<file path="src/rtl/mips_pkg.sv">
// Shared types and sizes for the single-cycle MIPS datapath.
// The register file and its read-port helper both import this package.
package mips_pkg;

    localparam int DATA_W     = 32;
    localparam int REG_ADDR_W = 5;
    localparam int NUM_REGS   = 32;

    typedef logic [REG_ADDR_W-1:0] reg_addr_t;
    typedef logic [DATA_W-1:0]     word_t;

    localparam reg_addr_t ZERO_REG = 5'd0;

    // Register 0 is architecturally constant, so both the read and write paths test for it.
    function automatic logic is_zero_reg(input reg_addr_t addr);
        return addr == ZERO_REG;
    endfunction

endpackage

</file>
<file path="src/rtl/mips_regfile_read_port.sv">
// One combinational read port: selects a word from the flattened register array
// and forces register 0 to read as zero regardless of what storage holds.
module mips_regfile_read_port
    import mips_pkg::*;
#(
    parameter int P_DATA_W   = DATA_W,
    parameter int P_NUM_REGS = NUM_REGS,
    parameter int P_ADDR_W   = $clog2(P_NUM_REGS)
) (
    input  logic [P_NUM_REGS-1:0][P_DATA_W-1:0] regs,
    input  logic [P_ADDR_W-1:0]                 addr,
    output logic [P_DATA_W-1:0]                 data
);

    always_comb begin
        data = regs[addr];
        if (addr == '0) begin
            data = '0;
        end
    end

endmodule

</file>
<file path="src/rtl/mips_regfile.sv">
// 32 x 32-bit general-purpose register file: two combinational read ports (rs, rt),
// one clocked write port (rd). Register 0 reads as zero; writes freeze while halted.
module mips_regfile
    import mips_pkg::*;
#(
    parameter int DATA_W   = mips_pkg::DATA_W,
    parameter int NUM_REGS = mips_pkg::NUM_REGS,
    parameter int ADDR_W   = $clog2(NUM_REGS)
) (
    input  logic              clk,
    input  logic              rst_b,
    input  logic [ADDR_W-1:0] rs_num,
    input  logic [ADDR_W-1:0] rt_num,
    output logic [DATA_W-1:0] rs_data,
    output logic [DATA_W-1:0] rt_data,
    input  logic [ADDR_W-1:0] rd_num,
    input  logic [DATA_W-1:0] rd_data,
    input  logic              rd_we,
    input  logic              halted
);

    logic [NUM_REGS-1:0][DATA_W-1:0] regs_q;
    logic [NUM_REGS-1:0][DATA_W-1:0] regs_d;
    logic                            wr_commit;

    // rst_b is active-high despite its name; it wins over any write in the same cycle.
    assign wr_commit = rd_we && !halted && (rd_num != '0) && !rst_b;

    always_comb begin
        regs_d = regs_q;
        if (rst_b) begin
            regs_d = '0;
        end else if (wr_commit) begin
            regs_d[rd_num] = rd_data;
        end
    end

    always_ff @(posedge clk) begin
        regs_q <= regs_d;
    end

    mips_regfile_read_port #(
        .P_DATA_W   (DATA_W),
        .P_NUM_REGS (NUM_REGS),
        .P_ADDR_W   (ADDR_W)
    ) u_rs_port (
        .regs (regs_q),
        .addr (rs_num),
        .data (rs_data)
    );

    mips_regfile_read_port #(
        .P_DATA_W   (DATA_W),
        .P_NUM_REGS (NUM_REGS),
        .P_ADDR_W   (ADDR_W)
    ) u_rt_port (
        .regs (regs_q),
        .addr (rt_num),
        .data (rt_data)
    );

endmodule

</file>
<file path="config.mk">
export PLATFORM = sky130hd
export DESIGN_NAME = mips_regfile
export DESIGN_NICKNAME = d
export VERILOG_FILES = /design/src/rtl/mips_pkg.sv /design/src/rtl/mips_regfile_read_port.sv /design/src/rtl/mips_regfile.sv
export SDC_FILE = /design/constraint.sdc
export NUM_CORES = 2
export LEC_CHECK = 0
export ABC_AREA = 1
export CORE_AREA = 2 2 477 479
export CTS_CLUSTER_DIAMETER = 30
export DETAILED_ROUTE_END_ITERATION = 10
export DIE_AREA = 0 0 479 481
export SYNTH_ARGS = -nofsm -noshare
export SYNTH_HDL_FRONTEND = slang
export SYNTH_SLANG_ARGS = --single-unit
export TNS_END_PERCENT = 30
</file>
<file path="constraint.sdc">
create_clock -name clk -period 3.1 [get_ports clk]
set_input_delay 0.62 -clock clk [delete_from_list [all_inputs] [get_ports clk]]
set_output_delay 0.62 -clock clk [all_outputs]
set_load 0.03 [all_outputs]
</file>
==> results_dict.tcl <==
set metrics [dict create \
    outcome "finished with violations" \
    failed_checks "negative setup slack" \
    gp_congestion 0.930 \
    via_count 65803 \
    max_slew_margin_pct 30.0 \
    crit_path_start "rt_num[0]" \
    numCtsBuffers 199 \
    yosysUniqueCellTypes 18 \
    crit_chain "buf_12, buf_12, buf_12, nand2_1, nand3_1, nand2_1, nand2_1, nand2_1, nor2_1, nor2_1, nor2_1, buf_12" \
    hold-path-cell-count 4 \
    async_reset_ff_share_pct 0 \
    drv_slew 0 \
    power_density_mw_per_mm2 575 \
    critical_path_class "in2out" \
    r2r_slack_ns 2.39 \
    grt_use_total_pct 22.1 \
    yosys_warnings 0 \
    finalSetupTns_ns -0.0263 \
    finalClockSkew_ns 0 \
    maxClockFrequency_mhz 320 \
    start_kind "primary input" \
    report.final.setup_viol 1 \
    synth_top_area_cell "dfxtp_1" \
    clk_latency_ns 0.85 \
    synth-seq-cells 1024 \
    switching_share_pct 27.6 \
    rsz0062_at_grt "true" \
    synthToLayoutAreaGrowth_pct 27.6 \
    dr_wl_met3_mm 26.8 \
    power.internal_w 0.0298 \
    dr_wl_met2_mm 120 \
    worst_pin_slew_ns 1.05 \
    dp_hpwl_mm 164 \
    drtIter0Drc 9463 \
    rr_endpoint "regs_q[651]" \
    netlist_top_cells_area "dfxtp_1, nand2_1, nand3_1, a21oi_1, nor2_1" \
    syn_inst 9338 \
    ant_nets 0 \
    post-route-period-util_pct 101 \
    hold_viol 0 \
    grt_pass1_vias 60157 \
    dieArea_mm2 0.230 \
    largest_register_ffs 1024 \
    r2r_cells 2 \
    top_regs "regs_q: 1024 flops" \
    cts_tree "built" \
    drive_gt1_share_pct 10.7 \
    pwr-share-seq_pct 32.2 \
    synth-main-ff-cell "dfxtp_1" \
    switchingPower_w 0.0114 \
    cp_slowest_cell "nor2_1" \
    synth_edf_count 0 \
    netlist.area_leader.share_pct 36.6 \
    r2r-start "regs_q[651]" \
    p_leak_nw 27.1 \
    maxCapViolCount 0 \
    crit_path_end_kind "output port" \
    worst_slack_ns -0.0263 \
    comb_power_share_pct 11.4 \
    cts_sinks 1024 \
    rows 175 \
    max-clock-path-buffers 3 \
    wl_per_cell_um 21.5 \
    clkTransAtPathRegs_ns 0.05 \
    crit_cells 12 \
    grt_pass1_wl_mm 395 \
    p_clk_share_pct 56.4 \
    overflow 0 \
    crit_buf_inv 4 \
    wl_met1_mm 105 \
    drc 0 \
    io_pins 115 \
    synth_most_common_cell "nand2_1" \
    synth_nets 9389 \
    die_h_um 481 \
    crit_family "simple AND/OR/NAND/NOR gates" \
    syn_area_mm2 0.0561 \
    top_layer "met5" \
    firstDrtPassIters 8 \
    worstPathRequired_ns 2.48 \
    port_buffers 114 \
    crit_fanout 60 \
    wirelength_mm 267 \
    ys_seq_area_share_pct 36.6 \
    final_core_util_pct 31.7 \
    avgSynthCellArea_um2 6.00 \
    htree_levels 4 \
    worstHoldEndpoint "regs_q[670]" \
    drt-vias-per-instance 5.28 \
    die_width_um 479 \
    top_register "regs_q" \
    hold_path.class "in2reg" \
    synth_common_cells "nand2_1, nand3_1, dfxtp_1" \
    worst_path_largest_cell_delay_ns 0.27 \
    critPathArrivalTime_ns 2.51 \
    start_util_pct 24.8 \
    coreArea_mm2 0.226 \
    grt_max_degree 165 \
    timing.hold.worst.start "rst_b" \
    fin_hold_ws_ns 0.281 \
    antenna_found_initial 5 \
    ir_drop_mv 0.456 \
    period_minus_slack_ns 3.13 \
    fin_nets 9325 \
    clockRootBuffer "clkbuf_16" \
]
-- worst max path at each step --
stage	endpoint	slack, ns
2_1_floorplan	rt_data[3]	0.41
3_3_place_gp	rt_data[2]	-0.13
3_5_place_dp	rt_data[2]	-0.17
4_1_cts	rt_data[1]	0.0004
5_1_grt	rs_data[19]	-0.03
6_report	rt_data[7]	-0.03
-- area by class of cell --
type,instances,area [um^2]
diodes,1,2.50
clock buffers,248,5520
clock inverters,123,1670
fillers,24309,154000
inverters,164,687
multi-input cells,7282,31500
flip-flops and latches,1024,20500
well taps,3009,3760
repair buffers,603,7950
-- cells in the final DEF (no fill, tap or decap), types with 18 or more instances in the layout --
cell and n:
nand2_1 3260, nand3_1 1689, dfxtp_1 1024, nor2_1 877, a21oi_1 834, o21ai_0 550, buf_4 299, buf_12 232
clkbuf_16 208, inv_1 130, clkdlybuf4s50_1 38, clkbuf_8 31, clkinv_2 28, bufinv_16 28, inv_2 24, inv_6 23
nand2_2 20, nor2_4 20, nor2_2 18, clkinv_4 18
-- power by group through the flow --
| stage | Sequential (W) | Combinational, W | Clock, W |
|---|---|---|---|
| finish | 0.0133 | 0.00470 | 0.0232 |
| global route | 0.0132 | 0.00487 | 0.0239 |
| CTS | 0.0133 | 0.00451 | 0.0233 |
| detailed placement | 0.0135 | 0.00450 | 0 |
| global placement | 0.0135 | 0.00451 | 0 |
| floorplan | 0.0135 | 0.00217 | 0 |
-- logic make-up after synthesis --
kind of cell    share of synthesized area (%)
buf+inv                                  7.77
simple gates                             43.2
compound gates                           12.4
flops                                    36.6
-- worst reg2reg max path, stage by stage (launching register included) --
cell and delay, ns:
dfxtp_1 0.32, o21ai_0 0.21, nor2_1 0.07
-- through the flow --
step           setup WS [ns]  power [W]  instance area (um^2)  cells
2_1_floorplan          0.408     0.0157                 56100   9338
3_3_place_gp          -0.128     0.0180                 64000  12075
3_5_place_dp          -0.166     0.0180                 64000  12075
4_1_cts             0.000383     0.0411                 71200  12446
5_1_grt              -0.0345     0.0420                 71500  12453
6_report             -0.0263     0.0411                 71500  12454
-- per-layer routing --
| metal | GRT usage (%) | up-vias |
|---|---|---|
| li1 | - | 30312 |
| met1 | 28.3 | 30570 |
| met2 | 35.1 | 4073 |
| met3 | 3.79 | 844 |
| met4 | 12.5 | 4 |
| met5 | 0 | - |
-- repair_timing --
item,CTS,global route
hold buffers,0,0
cloned,0,7
hold endpoints to repair,0,0
resized for setup,6,44
endpoints found under the setup margin,5,37
pin swaps,0,1
setup buffers,0,0
Note: power is estimated with default switching activity, not from simulation.
